$ cat src/rtl/soc_io_seg7_ctrl.sv
// Eight-digit seven-segment controller: register writes trigger a refresh scan
// through one shared registered hex decoder. Optional macro: SOC_IO_SEG7_LEADING_ZERO_BLANK_EN.
module soc_io_seg7_ctrl (
    input  logic        clk,
    input  logic        resetn,
    input  logic        wr_valid,
    output logic        wr_ready,
    input  logic [1:0]  wr_addr,
    input  logic [15:0] wr_data,
    output logic        busy,
    output logic [6:0]  hex0,
    output logic [6:0]  hex1,
    output logic [6:0]  hex2,
    output logic [6:0]  hex3,
    output logic [6:0]  hex4,
    output logic [6:0]  hex5,
    output logic [6:0]  hex6,
    output logic [6:0]  hex7
);

    typedef enum logic {
        ST_IDLE = 1'b0,
        ST_SCAN = 1'b1
    } state_t;

    state_t          state_q, state_d;
    logic [3:0]      idx_q, idx_d;
    logic            ready_q;
    logic [7:0][3:0] digit_q, digit_d;
    logic [7:0]      mask_q, mask_d;
    logic [6:0]      dec_q;
    logic [6:0]      hex_q [8];
    logic [7:0]      blank;
    logic [3:0]      dec_in;
    logic            accept;

    function automatic logic [6:0] seg7(input logic [3:0] nib);
        logic [6:0] s;
        case (nib)
            4'h0: s = 7'b1000000;
            4'h1: s = 7'b1111001;
            4'h2: s = 7'b0100100;
            4'h3: s = 7'b0110000;
            4'h4: s = 7'b0011001;
            4'h5: s = 7'b0010010;
            4'h6: s = 7'b0000010;
            4'h7: s = 7'b1111000;
            4'h8: s = 7'b0000000;
            4'h9: s = 7'b0011000;
            4'hA: s = 7'b0001000;
            4'hB: s = 7'b0000011;
            4'hC: s = 7'b1000110;
            4'hD: s = 7'b0100001;
            4'hE: s = 7'b0000110;
            default: s = 7'b0001110;
        endcase
        return s;
    endfunction

    // ready_q holds wr_ready low for the first cycle after reset release
    assign wr_ready = ready_q && (state_q == ST_IDLE);
    assign busy     = (state_q == ST_SCAN);
    assign accept   = wr_valid && wr_ready;
    assign dec_in   = digit_q[idx_q[2:0]];

    always_comb begin
        state_d = state_q;
        idx_d   = idx_q;
        digit_d = digit_q;
        mask_d  = mask_q;
        case (state_q)
            ST_IDLE: begin
                idx_d = 4'd0;
                if (accept) begin
                    case (wr_addr)
                        2'd0: begin
                            digit_d[3:0] = wr_data;
                            state_d      = ST_SCAN;
                        end
                        2'd1: begin
                            digit_d[7:4] = wr_data;
                            state_d      = ST_SCAN;
                        end
                        2'd2: begin
                            mask_d  = wr_data[7:0];
                            state_d = ST_SCAN;
                        end
                        default: ;
                    endcase
                end
            end
            ST_SCAN: begin
                if (idx_q == 4'd8) begin
                    state_d = ST_IDLE;
                    idx_d   = 4'd0;
                end else begin
                    idx_d = idx_q + 4'd1;
                end
            end
            default: state_d = ST_IDLE;
        endcase
    end

    always_ff @(posedge clk or negedge resetn) begin
        if (!resetn) begin
            state_q <= ST_IDLE;
            idx_q   <= 4'd0;
            ready_q <= 1'b0;
            digit_q <= '0;
            mask_q  <= 8'hFF;
        end else begin
            state_q <= state_d;
            idx_q   <= idx_d;
            ready_q <= 1'b1;
            digit_q <= digit_d;
            mask_q  <= mask_d;
        end
    end

    // Shared decoder stage: digit i enters in scan cycle i, result is captured one cycle later
    always_ff @(posedge clk or negedge resetn) begin
        if (!resetn) begin
            dec_q <= 7'b1111111;
        end else if (busy && !idx_q[3]) begin
            dec_q <= seg7(dec_in);
        end
    end

    genvar gi;
    generate
        for (gi = 0; gi < 8; gi++) begin : g_digit
`ifdef SOC_IO_SEG7_LEADING_ZERO_BLANK_EN
            if (gi == 0) begin : g_lsd
                assign blank[gi] = mask_q[gi];
            end else begin : g_lz
                assign blank[gi] = mask_q[gi] || (digit_q[7:gi] == '0);
            end
`else
            assign blank[gi] = mask_q[gi];
`endif
            always_ff @(posedge clk or negedge resetn) begin
                if (!resetn) begin
                    hex_q[gi] <= 7'b1111111;
                end else if (busy && (idx_q == 4'(gi + 1))) begin
                    hex_q[gi] <= blank[gi] ? 7'b1111111 : dec_q;
                end
            end
        end
    endgenerate

    assign hex0 = hex_q[0];
    assign hex1 = hex_q[1];
    assign hex2 = hex_q[2];
    assign hex3 = hex_q[3];
    assign hex4 = hex_q[4];
    assign hex5 = hex_q[5];
    assign hex6 = hex_q[6];
    assign hex7 = hex_q[7];

endmodule

$ cat config.mk
export PLATFORM = sky130hd
export DESIGN_NAME = soc_io_seg7_ctrl
export DESIGN_NICKNAME = d
export VERILOG_FILES = /design/src/rtl/soc_io_seg7_ctrl.sv
export SDC_FILE = /design/constraint.sdc
export NUM_CORES = 1
export LEC_CHECK = 0
export CAP_MARGIN = 20
export CORE_MARGIN = 5
export CORE_UTILIZATION = 53
export CTS_BUF_LIST = sky130_fd_sc_hd__clkbuf_16
export CTS_CLUSTER_SIZE = 24
export DETAILED_ROUTE_END_ITERATION = 8
export GPL_TIMING_DRIVEN = 0
export PLACE_DENSITY = 0.78
export SYNTH_ARGS = -nofsm -noshare
export SYNTH_HDL_FRONTEND = slang
export SYNTH_SLANG_ARGS = --single-unit
export TNS_END_PERCENT = 100
$ cat constraint.sdc
create_clock -name clk -period 3.3 [get_ports clk]
set_input_delay 0.495 -clock clk [delete_from_list [all_inputs] [get_ports clk]]
set_output_delay 0.495 -clock clk [all_outputs]
set_load 0.005 [all_outputs]
---- Word level (Yosys, flattened, before mapping) ----
Memory sizes are Yosys's and may differ from the RTL's. A register that Yosys moved wholly into a read port is not among the register bits.
Index checks and enable logic that the tools add are counted.
word-level totals
  output and inout bits ................... 58
  memories kept ........................... 1
  logic and storage cells ................. 68
  register bits after elaboration ......... 102
  ROM bits ................................ 112
memories
  name             depth  bits a word  read ports  clocked after memory_dff  wr ports  line  text
  (no name shown)  16     7            1           1                         0         39    case (nib)
operators by class
  multiplexer cells ....................... 16
  bitwise operators ....................... 1
  $add $sub $neg .......................... 1
  reduce and logical (&&, ||, !) cells .... 18
  equality and inequality tests ........... 10
  order comparisons ....................... 1
operators with widths
  kind                                                                   number
  7-bit two-way mux                                                      8
  4-bit by 3-bit == test with 1-bit output (second input constant)       4
  4-bit binary-select mux with 3-bit select                              1
  1-bit logical AND                                                      11
  3-bit AND reduction                                                    3
  4-bit by 2-bit == test with 1-bit output (second input constant)       2
  4-bit two-way mux                                                      2
  4-bit one-hot mux with 2 select lines                                  1
  4-bit by 1-bit adder with 4-bit output (second input constant)         1
  4-bit by 1-bit == test with 1-bit output (second input constant)       1
  4-bit == test (second input constant)                                  1
  3-bit by 4-bit < comparator with 1-bit output (second input constant)  1
  1-bit two-way mux                                                      3
  3-bit OR reduction                                                     1
  2-bit by 1-bit == test with 1-bit output (second input constant)       1
  2-bit == test (second input constant)                                  1
  1-bit logical NOT                                                      2
  2-bit logical NOT                                                      1
  1-bit one-hot mux with 2 select lines                                  1
  1-bit NOT                                                              1

---- Logic depth before layout (Yosys ltp) ----
  word-level depth ........................ 5
  depth in mapped cells ................... 9
  gate-level depth less buffers ........... 8

---- Worst setup path before layout ----
Ideal clock, no wire load.
  path kind ............................... register to register
  start point ............................. register idx_q[1]
  end point ............................... register dec_q[0]
  path slack .............................. 907 ps
  data arrival time ....................... 2309 ps
  buffers on the path ..................... 1
  cell stages (with the launch flop) ...... 9
  data required time ...................... 3216 ps
  path through ............................ dfrtp_1 -> clkbuf_1 -> mux4_2 -> mux2i_1 -> inv_1 -> ha_1 -> or3b_1 -> o221ai_1 -> o21ai_1
between the ends
  cells in the longest elaborated chain, start to end .. 2
ends and longest elaborated chain
  item                                       line  text
  start, declared                            27    logic [3:0] idx_q, idx_d;
  start signal, assigned                     113   idx_q <= idx_d;
  4-bit binary-select mux with 3-bit select  64    assign dec_in = digit_q[idx_q[2:0]];
  4-bit two-way mux (not written as such)    64
  end, declared                              31    logic [6:0] dec_q;
Every way passes these cells. The select of a mux whose other input is x is not followed.
A chain may end at the register's enable or synchronous reset.

---- Final worst setup path ----
Same ends and word-level chain as after synthesis.

==> flow_metrics.env <==
export IMPL_slowest_delay_ps=580
export IMPL_slew_viol_final=0
export IMPL_yosysSeqAreaShare_pct=57.4
export IMPL_relSlewSlack_pct=51.6
export IMPL_synth_nets=468
export IMPL_grt_max_degree=72
export IMPL_place_gp_congestion=0.774
export IMPL_fp_dieW_um=106
export IMPL_ys_flop_type="dfstp_2"
export IMPL_diodes=0
export IMPL_endpoint_kind="flop"
export IMPL_routed_wl_mm=10.5
export IMPL_synth_top_cell_area_share_pct=38.0
export IMPL_cp_cell_sequence="clkbuf_1 -> mux4_2 -> mux2i_1 -> inv_1 -> ha_1 -> or3b_1 -> o221ai_1 -> o21ai_1"
export IMPL_cts_tree="yes"
export IMPL_numCtsBuffers=9
export IMPL_place_ws_ps=423
export IMPL_cts_resized=0
export IMPL_rsz0062_at_grt="false"
export IMPL_port_buffers=78
export IMPL_vdd_ir_drop_worst_mv=0.428
export IMPL_cts_root_buf="clkbuf_16"
export IMPL_io_pins=79
export IMPL_hp_class="input port to asynchronous set/reset pin"
export IMPL_grt_pass1_vias=3533
export IMPL_die_h_um=106
export IMPL_path_max_fanout=7
export IMPL_whs_ps=124
export IMPL_via_per_inst=5.36
export IMPL_drtIter0Drc=176
export IMPL_gr_total_overflow=0
export IMPL_ant_nets=0
export IMPL_worst_slew_pin_slew_ps=724
export IMPL_period_share_pct=87.3
export IMPL_synth_seq_cells=109
export IMPL_setup_tns_ps=0
export IMPL_crit_type="flop to flop"
export IMPL_design_area_um2=6160
export IMPL_ys_top_cells_by_area="dfstp_2 (38%), dfrtp_1 (19%), mux2_2 (9.2%), nor2_1 (6.4%), o21ai_0 (3.8%)"
export IMPL_status="complete, no violations"
export IMPL_antenna_found_initial=0
export IMPL_drive_above_1_share_pct=26.8
export IMPL_firstDrtPassIters=5
export IMPL_max_cap_viol_count=0
export IMPL_leakage_nw=2.59
export IMPL_fillCellCount=687
export IMPL_rows=35
export IMPL_die_area_um2=11300
export IMPL_num_vias=3449
export IMPL_htree_levels=3
export IMPL_initial_core_util_pct=53.6
export IMPL_synth_avg_cell_area_um2=11.2
export IMPL_async_flop_share_pct=100
export IMPL_avgRoutedWirePerCell_um=16.3
export IMPL_clkTransAtPathRegs_ps=70
export IMPL_max_freq_mhz=347
export IMPL_synth_warnings=0
export IMPL_critPathRequiredTime_ps=3560
export IMPL_clock_sinks=109
export IMPL_clk_latency_ps=340
export IMPL_post_route_util_pct=67.3
export IMPL_hold_violations=0
export IMPL_setup_violations=0
export IMPL_yosysTopAreaCell="dfstp_2"
export IMPL_synth_cell_types=41
export IMPL_dp_hpwl_mm=7.68
export IMPL_area_growth_pct=25.6
export IMPL_drc=0
export IMPL_core_um2=9150
export IMPL_synth_edf_count=0
export IMPL_grt_pass1_wl_mm=17.8
export IMPL_startpoint="idx_q[1]"
export IMPL_powerDensity_nw_per_um2=1100
export IMPL_worstSetupStartpointType="flop"
export IMPL_syn_area_um2=4910
export IMPL_fin_ws_ps=418
export IMPL_grt_usage_pct=19.7
export IMPL_cts_path_max_buffers=2
export IMPL_place_area_um2=5850
export IMPL_cp_slowest_cell="mux4_2"
export IMPL_postCtsHoldBufs=0
export IMPL_fin_skew_ps=11.4
export IMPL_synthCells=438
export IMPL_cts_post_setup_buffers_inserted=0
export IMPL_nNetsFinal=558
export IMPL_arrival_ps=3140
export IMPL_layout_min_cycle_time_ps=2880
export IMPL_worstReg2RegStart="idx_q[1]"
layout make-up:
type                       count  area [µm²]  share of cell area (%)
clock buffer                  10         250                    4.06
tap                          111         139                    2.25
clock inverter                 6        60.1                   0.975
buffer                        32         154                    2.50
timing repair buffer          79         806                    13.1
inverter                       5        18.8                   0.305
multi-input combinational    292        1920                    31.1
sequential                   109        2820                    45.7
cell usage in the layout, fill, tap and decap left out, drive strengths merged:
cell type,n
o21ai,38
nand3b,1
nor2,84
buf,24
mux2,40
inv,9
conb,1
a21o,1
and2,2
ha,9
o21a,2
xnor2,1
nor3b,4
or3b,1
clkinvlp,1
nand2,44
nand3,7
a31oi,2
a21oi,22
o22a,1
nor2b,3
nor3,2
dfstp,71
clkdlybuf4s50,77
nand2b,2
mux4,8
mux2i,10
clkbuf,20
o221ai,3
a2bb2oi,1
o31ai,1
dfrtp,38
o211ai,1
xor2,1
bufinv,1
synthesized netlist by cell type, types with 2 or more instances:
library cell,number
nor2_1,84
dfstp_2,71
nand2_1,44
mux2_2,40
dfrtp_1,38
o21ai_0,37
a21oi_1,22
buf_1,14
clkbuf_1,10
ha_1,9
mux2i_1,9
nand3_1,7
inv_1,5
mux4_1,4
mux4_2,4
buf_2,3
buf_6,3
nor2b_1,3
nor3b_1,3
a31oi_1,2
and2_1,2
buf_4,2
nand2b_1,2
o21a_1,2
o221ai_1,2
per-layer routing:
metal	global-route usage [%]	up-vias	share of wire, %	routed length (µm)
met2	33.5	84	50	5270
met3	2.79	17	4.4	468
met1	26.2	1686	44	4640
li1	-	1662	-	-
met5	0	-	0	0
met4	6.38	0	1.4	143
critical path, delay by kind of cell (launching register included):
family,cells,cell delay (ps)
AO/OA/AOI/OAI,2,180
buffers and inverters,2,500
adder cells (fa/ha/maj),1,270
AND/OR/NAND/NOR,1,380
multiplexers,2,1100
flip-flops,1,370
final timing paths:
kind | cells after the start | slack, ps | to
max in group asynchronous | 2 | 2430 | hex7[4]
worst max-delay path | 8 | 420 | dec_q[0]
worst min register to register | 2 | 470 | hex5[5]
worst min-delay path | 1 | 120 | digit_q[10]
min in group clk | 2 | 470 | hex5[5]
worst max register to register | 8 | 420 | dec_q[0]
sequential cells by signal (all words and copies together) (netlist names), 4 cells and up:
| register | cells |
|---|---|
| digit_q | 32 |
| blank | 8 |
| dec_q | 7 |
| hex4 | 7 |
| hex0 | 7 |
| hex7 | 7 |
| hex1 | 7 |
| hex3 | 7 |
| hex2 | 7 |
| hex6 | 7 |
| idx_q | 4 |
| hex5 | 7 |
through the flow:
step / std cells / power [mW]
2_1_floorplan: 438 / 4.47
3_3_place_gp: 627 / 5.55
3_5_place_dp: 628 / 5.71
4_1_cts: 644 / 6.84
5_1_grt: 644 / 7.30
6_report: 644 / 6.80
where the power goes:
| group | internal [mW] | switching (mW) |
|---|---|---|
| combinational | 1.59 | 1.56 |
| clock | 0.633 | 0.474 |
| sequential | 2.23 | 0.313 |
cell families after synthesis:
family,Yosys count,synth area share [%]
multiplexers,58,15.5
XOR/XNOR,2,0.357
flip-flops,109,57.4
adder cells (fa/ha/maj),9,2.29
other,1,0.0764
AND/OR/NAND/NOR,150,12.7
buffers and inverters,37,3.52
AO/OA/AOI/OAI,72,8.16
Note: power is estimated with default switching activity, not from simulation.
